<file path="src/rtl/execute_md.sv">
// execute_md: EXECUTE pipeline stage.
//   Holds the E pipeline register and the rs1/rs2 forwarding muxes, runs a
//   single-cycle ALU, and runs a multi-cycle RV32M multiply/divide unit.
//   Optional feature macro: EXECUTE_MD_DIV_EN. When it is defined, the
//   restoring divider is built. When it is undefined, DIV/DIVU/REM/REMU
//   complete in one cycle with result 0.
//
// Handshake: busy_e is the stage's "not ready". While busy_e is high, the E
// register holds its instruction and valid_e, rd_write_e and mem_write_e are
// forced low, so memory sees a bubble. The cycle busy_e is low with valid_e
// high is the single cycle that the downstream stage accepts the result
// (stall_e can stretch that cycle).
//
// ALU op codes: 0 ADD, 1 SUB, 2 SLL, 3 SLT, 4 SLTU, 5 XOR, 6 SRL, 7 SRA,
//   8 OR, 9 AND, 10 pass operand B, others 0.
module execute_md #(
    parameter int XLEN       = 32,
    parameter int MUL_CYCLES = 3
) (
    input  logic            clk,
    input  logic            rst_n,
    input  logic            valid_d,
    input  logic            rd_write_d,
    input  logic [1:0]      rd_write_src_d,
    input  logic            mem_write_d,
    input  logic [3:0]      alu_op_d,
    input  logic            md_d,
    input  logic [2:0]      md_op_d,
    input  logic            src_a_sel_d,
    input  logic            src_b_sel_d,
    input  logic [4:0]      rd_d,
    input  logic [4:0]      rs1_d,
    input  logic [4:0]      rs2_d,
    input  logic [XLEN-1:0] imm_d,
    input  logic [XLEN-1:0] pc_d,
    input  logic [XLEN-1:0] rs1_data_d,
    input  logic [XLEN-1:0] rs2_data_d,
    input  logic [XLEN-1:0] alu_res_m,
    input  logic [XLEN-1:0] rd_data_w,
    input  logic            stall_e,
    input  logic            flush_e,
    input  logic [1:0]      fwd_rs1_e,
    input  logic [1:0]      fwd_rs2_e,
    output logic            valid_e,
    output logic            rd_write_e,
    output logic [1:0]      rd_write_src_e,
    output logic            mem_write_e,
    output logic [4:0]      rd_e,
    output logic [4:0]      rs1_e,
    output logic [4:0]      rs2_e,
    output logic [XLEN-1:0] pc_e,
    output logic [XLEN-1:0] res_e,
    output logic [XLEN-1:0] mem_data_e,
    output logic            busy_e,
    output logic [1:0]      md_state_e
);

    localparam int SHW = $clog2(XLEN);

`ifdef EXECUTE_MD_DIV_EN
    localparam logic DIV_EN = 1'b1;
`else
    localparam logic DIV_EN = 1'b0;
`endif

    typedef enum logic [1:0] {
        ST_IDLE = 2'd0,
        ST_MUL  = 2'd1,
        ST_DIV  = 2'd2,
        ST_DONE = 2'd3
    } md_state_t;

    md_state_t state, state_n;

    // E pipeline register contents
    logic            valid_q, rd_write_q, mem_write_q, md_q;
    logic            src_a_sel_q, src_b_sel_q;
    logic [1:0]      rd_write_src_q;
    logic [3:0]      alu_op_q;
    logic [2:0]      md_op_q;
    logic [4:0]      rd_q, rs1_q, rs2_q;
    logic [XLEN-1:0] imm_q, pc_q, rs1_data_q, rs2_data_q;

    // Datapath signals
    logic [XLEN-1:0] fwd_a, fwd_b, alu_a, alu_b, alu_res;
    logic [SHW-1:0]  shamt;

    // Mul/div operands latched at start, so forward sources may change while busy
    logic [XLEN-1:0]   op_a, op_b;
    logic [2:0]        op_code;
    logic [15:0]       cnt;
    logic              a_sgn, b_sgn;
    logic [2*XLEN-1:0] mul_a_x, mul_b_x, mul_full;
    logic [XLEN-1:0]   mul_res, div_res, md_res;

    // E register: flush clears it and beats stall; stall or busy holds it
    always_ff @(posedge clk or negedge rst_n) begin
        if (!rst_n) begin
            valid_q        <= 1'b0;
            rd_write_q     <= 1'b0;
            rd_write_src_q <= 2'b00;
            mem_write_q    <= 1'b0;
            alu_op_q       <= 4'd0;
            md_q           <= 1'b0;
            md_op_q        <= 3'd0;
            src_a_sel_q    <= 1'b0;
            src_b_sel_q    <= 1'b0;
            rd_q           <= 5'd0;
            rs1_q          <= 5'd0;
            rs2_q          <= 5'd0;
            imm_q          <= '0;
            pc_q           <= '0;
            rs1_data_q     <= '0;
            rs2_data_q     <= '0;
        end else if (flush_e) begin
            valid_q        <= 1'b0;
            rd_write_q     <= 1'b0;
            rd_write_src_q <= 2'b00;
            mem_write_q    <= 1'b0;
            alu_op_q       <= 4'd0;
            md_q           <= 1'b0;
            md_op_q        <= 3'd0;
            src_a_sel_q    <= 1'b0;
            src_b_sel_q    <= 1'b0;
            rd_q           <= 5'd0;
            rs1_q          <= 5'd0;
            rs2_q          <= 5'd0;
            imm_q          <= '0;
            pc_q           <= '0;
            rs1_data_q     <= '0;
            rs2_data_q     <= '0;
        end else if (!stall_e && !busy_e) begin
            valid_q        <= valid_d;
            rd_write_q     <= rd_write_d;
            rd_write_src_q <= rd_write_src_d;
            mem_write_q    <= mem_write_d;
            alu_op_q       <= alu_op_d;
            md_q           <= md_d;
            md_op_q        <= md_op_d;
            src_a_sel_q    <= src_a_sel_d;
            src_b_sel_q    <= src_b_sel_d;
            rd_q           <= rd_d;
            rs1_q          <= rs1_d;
            rs2_q          <= rs2_d;
            imm_q          <= imm_d;
            pc_q           <= pc_d;
            rs1_data_q     <= rs1_data_d;
            rs2_data_q     <= rs2_data_d;
        end
    end

    // Forwarding muxes and ALU operand selection
    always_comb begin
        case (fwd_rs1_e)
            2'b01:   fwd_a = rd_data_w;
            2'b10:   fwd_a = alu_res_m;
            default: fwd_a = rs1_data_q;
        endcase
        case (fwd_rs2_e)
            2'b01:   fwd_b = rd_data_w;
            2'b10:   fwd_b = alu_res_m;
            default: fwd_b = rs2_data_q;
        endcase
        alu_a = src_a_sel_q ? pc_q : fwd_a;
        alu_b = src_b_sel_q ? imm_q : fwd_b;
        shamt = alu_b[SHW-1:0];
    end

    // Single-cycle ALU
    always_comb begin
        alu_res = '0;
        case (alu_op_q)
            4'd0:    alu_res = alu_a + alu_b;
            4'd1:    alu_res = alu_a - alu_b;
            4'd2:    alu_res = alu_a << shamt;
            4'd3:    alu_res = {{(XLEN-1){1'b0}}, ($signed(alu_a) < $signed(alu_b))};
            4'd4:    alu_res = {{(XLEN-1){1'b0}}, (alu_a < alu_b)};
            4'd5:    alu_res = alu_a ^ alu_b;
            4'd6:    alu_res = alu_a >> shamt;
            4'd7:    alu_res = XLEN'($signed(alu_a) >>> shamt);
            4'd8:    alu_res = alu_a | alu_b;
            4'd9:    alu_res = alu_a & alu_b;
            4'd10:   alu_res = alu_b;
            default: alu_res = '0;
        endcase
    end

    // Mul/div FSM next state and busy; a start raises busy in the same cycle
    always_comb begin
        state_n = state;
        busy_e  = 1'b0;
        case (state)
            ST_IDLE: begin
                if (valid_q && md_q && (!md_op_q[2] || DIV_EN)) begin
                    busy_e = 1'b1;
                    if (flush_e)
                        state_n = ST_IDLE;
                    else if (md_op_q[2])
                        state_n = ST_DIV;
                    else if (MUL_CYCLES > 1)
                        state_n = ST_MUL;
                    else
                        state_n = ST_DONE;
                end
            end
            ST_MUL: begin
                busy_e = 1'b1;
                if (flush_e)
                    state_n = ST_IDLE;
                else if (cnt == 16'(MUL_CYCLES - 2))
                    state_n = ST_DONE;
            end
            ST_DIV: begin
                busy_e = 1'b1;
                if (flush_e)
                    state_n = ST_IDLE;
                else if (cnt == 16'(XLEN - 1))
                    state_n = ST_DONE;
            end
            ST_DONE: begin
                if (flush_e || !stall_e)
                    state_n = ST_IDLE;
            end
            default: state_n = ST_IDLE;
        endcase
    end

    // FSM state, cycle counter, and operand latch taken while idle
    always_ff @(posedge clk or negedge rst_n) begin
        if (!rst_n) begin
            state   <= ST_IDLE;
            cnt     <= 16'd0;
            op_a    <= '0;
            op_b    <= '0;
            op_code <= 3'd0;
        end else begin
            state <= state_n;
            if (state == ST_IDLE) begin
                cnt     <= 16'd0;
                op_a    <= fwd_a;
                op_b    <= fwd_b;
                op_code <= md_op_q;
            end else if (state == ST_MUL || state == ST_DIV) begin
                cnt <= cnt + 16'd1;
            end
        end
    end

    // Multiplier: sign-extend to 2*XLEN, so one unsigned product covers every signedness
    always_comb begin
        a_sgn    = (op_code[1:0] == 2'b01) || (op_code[1:0] == 2'b10);
        b_sgn    = (op_code[1:0] == 2'b01);
        mul_a_x  = {{XLEN{a_sgn & op_a[XLEN-1]}}, op_a};
        mul_b_x  = {{XLEN{b_sgn & op_b[XLEN-1]}}, op_b};
        mul_full = mul_a_x * mul_b_x;
        mul_res  = (op_code[1:0] == 2'b00) ? mul_full[XLEN-1:0] : mul_full[2*XLEN-1:XLEN];
    end

`ifdef EXECUTE_MD_DIV_EN
    logic [XLEN-1:0] div_q, div_r, div_d, abs_a, abs_b, q_fix, r_fix;
    logic [XLEN:0]   div_shift, div_diff;
    logic            div_sgn_d, q_neg, r_neg, div_zero;

    // Divider magnitudes, one restoring step, and the final sign fix
    always_comb begin
        div_sgn_d = ~md_op_q[0];
        abs_a     = (div_sgn_d && fwd_a[XLEN-1]) ? -fwd_a : fwd_a;
        abs_b     = (div_sgn_d && fwd_b[XLEN-1]) ? -fwd_b : fwd_b;
        div_shift = {div_r, div_q[XLEN-1]};
        div_diff  = div_shift - {1'b0, div_d};
        q_neg     = ~op_code[0] & (op_a[XLEN-1] ^ op_b[XLEN-1]);
        r_neg     = ~op_code[0] & op_a[XLEN-1];
        div_zero  = (op_b == '0);
        q_fix     = q_neg ? -div_q : div_q;
        r_fix     = r_neg ? -div_r : div_r;
        if (op_code[1])
            div_res = div_zero ? op_a : r_fix;
        else
            div_res = div_zero ? '1 : q_fix;
    end

    // Restoring divide: quotient bits shift in as dividend bits shift out
    always_ff @(posedge clk or negedge rst_n) begin
        if (!rst_n) begin
            div_q <= '0;
            div_r <= '0;
            div_d <= '0;
        end else if (state == ST_IDLE) begin
            div_q <= abs_a;
            div_r <= '0;
            div_d <= abs_b;
        end else if (state == ST_DIV) begin
            if (!div_diff[XLEN]) begin
                div_r <= div_diff[XLEN-1:0];
                div_q <= {div_q[XLEN-2:0], 1'b1};
            end else begin
                div_r <= div_shift[XLEN-1:0];
                div_q <= {div_q[XLEN-2:0], 1'b0};
            end
        end
    end
`else
    assign div_res = '0;
`endif

    // Output selection: bubbles read as zero, md results only once DONE
    always_comb begin
        md_res     = op_code[2] ? div_res : mul_res;
        res_e      = '0;
        mem_data_e = '0;
        if (valid_q) begin
            mem_data_e = fwd_b;
            if (!md_q)
                res_e = alu_res;
            else if (state == ST_DONE)
                res_e = md_res;
        end
    end

    assign valid_e        = valid_q & ~busy_e;
    assign rd_write_e     = rd_write_q & valid_e;
    assign mem_write_e    = mem_write_q & valid_e;
    assign rd_write_src_e = rd_write_src_q;
    assign rd_e           = rd_q;
    assign rs1_e          = rs1_q;
    assign rs2_e          = rs2_q;
    assign pc_e           = pc_q;
    assign md_state_e     = state;

endmodule

</file>
<file path="config.mk">
export PLATFORM = sky130hd
export DESIGN_NAME = execute_md
export DESIGN_NICKNAME = d
export VERILOG_FILES = /design/src/rtl/execute_md.sv
export SDC_FILE = /design/constraint.sdc
export NUM_CORES = 2
export LEC_CHECK = 0
export ABC_CLOCK_PERIOD_IN_PS = 27800
export CELL_PAD_IN_SITES_DETAIL_PLACEMENT = 2
export CELL_PAD_IN_SITES_GLOBAL_PLACEMENT = 2
export CORE_MARGIN = 2
export CORE_UTILIZATION = 43
export DETAILED_ROUTE_END_ITERATION = 8
export GPL_ROUTABILITY_DRIVEN = 0
export PLACE_DENSITY = 0.95
export SLEW_MARGIN = 20
export SYNTH_ARGS = -nofsm -noshare
export SYNTH_HDL_FRONTEND = slang
export SYNTH_SLANG_ARGS = --single-unit
</file>
<file path="constraint.sdc">
create_clock -name clk -period 27.8 [get_ports clk]
set_input_delay 4.17 -clock clk [delete_from_list [all_inputs] [get_ports clk]]
set_output_delay 4.17 -clock clk [all_outputs]
set_load 0.02 [all_outputs]
</file>
==> results of run 1 <==
==> stage by stage <==
stage                     util [%]  hold WS, ps  worst slack, ps  instances
after floorplan                  -          453            14680       6772
after global placement        46.9          482            12080       8584
after detailed placement      46.9          492            11360       8585
after CTS                     47.6          513            10900       8639
==> synthesized netlist by cell type, types with 35 or more instances <==
master / number / area share [%]
inv_1: 1299 / 8.2
fa_1: 1127 / 38
nand2_1: 1022 / 6.5
clkbuf_1: 374 / 2.4
ha_1: 321 / 6.8
and2_1: 319 / 3.4
dfrtp_1: 243 / 10
a21oi_1: 236 / 2.0
nor2_1: 219 / 1.4
a22o_1: 196 / 2.9
o21ai_0: 175 / 1.5
mux2_2: 121 / 2.3
mux2i_1: 113 / 1.9
a21o_1: 65 / 0.82
xnor2_1: 62 / 0.91
nand2b_1: 59 / 0.62
o211ai_1: 52 / 0.66
nor3_1: 50 / 0.42
nand3_1: 43 / 0.36
a211oi_1: 41 / 0.52
a22oi_1: 41 / 0.52
buf_2: 38 / 0.32
a221oi_1: 36 / 0.53
and3_1: 35 / 0.37
==> metal layers <==
metal  GRT overflow  GRT usage [%]
met1              2           66.5
met2             90           87.4
met3              3           47.7
met4            102           70.4
met5              3           22.8
==> cell families after synthesis <==
| kind of cell | after synthesis |
|---|---|
| adder cells (fa/ha/maj) | 1448 |
| multiplexers | 235 |
| flip-flops | 243 |
| AND/OR/NAND/NOR | 1854 |
| buffers and inverters | 1755 |
| XOR/XNOR | 91 |
| AO/OA/AOI/OAI | 1146 |
==> reports/metrics.cfg, run 1 <==
[outcome]
outcome=aborted with a tool error
stop_stage=5_1_grt
first-error=[ERROR GRT-0116] Global routing finished with congestion. Check the congestion regions in the DRC Viewer.

[clock_tree]
htreeDepth=1
numCtsBuffers=29
hold_buffers=0
cts_resized=0
clock_tree.buffer_depth=3
cts_setup_buffers=0
cts.sinks=243
cts-root-buf=clkbuf_16

[yosys]
postSynth.asyncResetShare_pct=100
ys_ff_latch=243
synth_top_family_by_area=adder cells
synth-adder-area-share_pct=44.7
synth_compound_area_share_pct=13.9
synth.area.mux_share_pct=4.22
netlist_instances=6772
synth_top_flop_cell=dfrtp_1
synth_xor_area_share_pct=1.34
syn_nets=8450
synth_cell_type_count=98
synth-simple-area-share_pct=14.2
ys_seq_area_share_pct=10.2
mappedNetlistArea_um2=59500
syn_avg_cell_area_um2=8.78
synth_edf_count=0
yosysWarnings=0

[global_route]
grt_pass1_vias=78300
grt_pass1_wl_mm=662
grt_use_total_pct=67.6
grt_max_degree=159
overflow=200

[die]
row_count=136
die_y_um=376
die_w_um=376
boundaryPins=349
initial_core_util_pct=43.3

[placed_design]
port_buffers=348
placed_area_um2=64400
dpl.hpwl_mm=284

==> run 2, diff against run 1 <==
--- a/config.mk
+++ b/config.mk
@@ -6,13 +6,11 @@
 export NUM_CORES = 2
 export LEC_CHECK = 0
 export ABC_CLOCK_PERIOD_IN_PS = 27800
-export CELL_PAD_IN_SITES_DETAIL_PLACEMENT = 2
-export CELL_PAD_IN_SITES_GLOBAL_PLACEMENT = 2
 export CORE_MARGIN = 2
-export CORE_UTILIZATION = 43
+export CORE_UTILIZATION = 40
 export DETAILED_ROUTE_END_ITERATION = 8
 export GPL_ROUTABILITY_DRIVEN = 0
-export PLACE_DENSITY = 0.95
+export PLACE_DENSITY_LB_ADDON = 0.15
 export SLEW_MARGIN = 20
 export SYNTH_ARGS = -nofsm -noshare
 export SYNTH_HDL_FRONTEND = slang
==> reports/metrics.cfg, run 2 <==
[clock_tree]
cts_resized=0  ; unchanged
cts_setup_buffers=0  ; unchanged
hold_buffers=0  ; unchanged
clkTransAtPathRegs_ps=70
clock_tree.buffer_depth=3  ; unchanged
clk_latency_ps=610
numCtsBuffers=26  ; was 29
htreeDepth=1  ; unchanged
tritoncts=done
cts-root-buf=clkbuf_16  ; unchanged
cts.sinks=243  ; unchanged

[drt]
drt_pass1_iterations=9
wl_mm=223
drc=0
detail_route.wl_per_cell_um=25.4
vias=49800
drtIter0Drc=4296
via_per_inst=5.67
ant_nets=0

[yosys]
synth_top_flop_cell=dfrtp_1  ; unchanged
syn_avg_cell_area_um2=8.78  ; unchanged
syn_nets=8450  ; unchanged
synth_edf_count=0  ; unchanged
yosysWarnings=0  ; unchanged
synth-simple-area-share_pct=14.2  ; unchanged
synth_top_family_by_area=adder cells  ; unchanged
yosys-top-cells-count=inv_1 (1299), fa_1 (1127), nand2_1 (1022)  ; unchanged
synth_compound_area_share_pct=13.9  ; unchanged
synth_xor_area_share_pct=1.34  ; unchanged
synthTopCellsByArea=fa_1 (38%), dfrtp_1 (10%), inv_1 (8.2%), ha_1 (6.8%), nand2_1 (6.5%)  ; unchanged
mappedNetlistArea_um2=59500  ; unchanged
ys_seq_area_share_pct=10.2  ; unchanged
synth_top_area_cell=fa_1  ; unchanged
synth_cell_type_count=98  ; unchanged
ys_ff_latch=243  ; unchanged
netlist_instances=6772  ; unchanged
synth.area.mux_share_pct=4.22  ; unchanged
synth_most_common_cell=inv_1  ; unchanged
synth-adder-area-share_pct=44.7  ; unchanged
postSynth.asyncResetShare_pct=100  ; unchanged
synth_top_area_share_pct=37.9  ; unchanged

[die]
coreArea_um2=148000
initial_core_util_pct=40.3  ; was 43.3%
die_w_um=390  ; was 376 um
row_count=141  ; was 136
die_y_um=390  ; was 376 um
die_area_um2=152000
boundaryPins=349  ; unchanged

[placed_design]
dpl.cell_count=8726  ; was 8585
dpl.hpwl_mm=180  ; was 284 mm
port_buffers=348  ; unchanged

[final_layout]
fin_util_pct=44.4
final_cell_mix=inv_1 (1299), fa_1 (1127), nand2_1 (1022)
seq_area_um2=6090
nFillCells=14700
multi_input_area_um2=46700
nNetsFinal=8502
syn_to_final_growth_pct=10.2
finalNonFillerCells=8778
drive_gt1_share_pct=5.76
layout_commonest_cell=inv_1

[global_route]
grt_pass1_vias=51700
grt_max_degree=91
grt_pass1_wl_mm=337
overflow=0
grt_use_total_pct=29.6
grt_antenna_before_repair=9

[sta]
finClkSkew_ps=24.2
hold_violations=0
finalCritPeriodShare_pct=57.2
relSlewSlack_pct=13.5
final-max-slew-violation-count=0
rsz0062_at_grt=no
fin_tns_setup_ps=0
setup_violations=0
fmax_mhz=62.9
hold_ws_ps=502
tightestPinTransition_ps=1270
finalCriticalPeriod_ps=15900

[worst_setup_path]
critical_path.startpoint=fwd_rs2_e[0]
rr_startpoint=md_q$_DFFE_PN0P_
crit_buf_inv=7
path_class=input pin to primary output
path_max_fanout=62
crit_arrival_ps=11730
crit_required_ps=23630
cpPeakStageDelay_ps=690
path_delay_family=compound AO/OA/AOI/OAI gates
cp-start-kind=input pin
crit_chain=clkdlybuf4s50_1, inv_1, ha_2, buf_4, nand2b_1, o221ai_4, buf_4, inv_4, ha_1, a211oi_1, o21ai_0, a41oi_1, nor4_1, buf_4, o21ai_0, o211ai_1, a41oi_1, o211ai_1, a22oi_1, o221ai_1, clkdlybuf4s50_1
slowest_stage=clkdlybuf4s50_1
crit_path_end_kind=primary output
path_common_cell=buf_4

[flow_run]
cap_violations=0

[outcome]
outcome=finished, final reports clean  ; was aborted with a tool error

[hold_path]
hp-start=imm_q[3]$_DFFE_PN0P_
min_path_type=flop to flop

==> run 2: cell counts after synthesis <==
No cell type changed its count.
==> run 2: through the flow <==
| stage | setup WS, ps | area, um2 |
|---|---|---|
| floorplan | 14680 | 59500 |
| global placement | 12100 | 64600 |
| detailed placement | 12120 | 64600 |
| CTS | 12080 | 65500 |
| global route | 11480 | 65500 |
| finish | 11900 | 65500 |
==> run 2: layout make-up <==
cell class / instances / share of cell area (%)
antenna: 4 / 0.0153
clock buffer: 36 / 1.11
clock inverter: 12 / 0.327
inverter: 1304 / 7.47
multi-input combinational: 4774 / 71.3
sequential: 243 / 9.30
tap: 1930 / 3.69
timing repair buffer: 475 / 6.78
==> run 2: per-layer routing <==
metal / up-vias / global-route usage (%) / share of wire, %
met1: 25400 / 37.5 / 39
met5: - / 0 / 0.026
met2: 2324 / 47.5 / 46
met4: 8 / 16.5 / 7.0
met3: 558 / 5.63 / 7.9
li1: 21500 / - / -
==> run 2: logic make-up after synthesis <==
family	Yosys count
AO/OA/AOI/OAI	1146
buffers and inverters	1755
multiplexers	235
adder cells (fa/ha/maj)	1448
AND/OR/NAND/NOR	1854
flip-flops	243
XOR/XNOR	91
==> run 2: worst register-to-register path: stages, from the launching register on <==
cell and delay (ps):
dfrtp_1 530, buf_4 510, nand2_1 500, nor2_1 210, a21oi_1 80, nor2_1 690, nor2_1 180, nor2_4 290
buf_4 680, buf_4 880, a22o_1 380
==> run 2: path summary, 6_finish.rpt <==
path / end / slack, ps / cells past startpoint
worst min register to register: imm_q[3]$_DFFE_PN0P_ / 500 / 1
min in group asynchronous: rd_write_q$_DFFE_PN0P_ / 3530 / 1
worst max-delay path: res_e[31] / 11900 / 21
worst max register to register: rs2_data_q[16]$_DFFE_PN0P_ / 22810 / 10
worst min-delay path: imm_q[3]$_DFFE_PN0P_ / 500 / 1
max in group asynchronous: op_b[15]$_DFFE_PN0P_ / 22830 / 2
Power of run 2 is left out: the tool's default activity adds up to more than one toggle a clock period on the data nets, which glitch-free logic cannot reach.
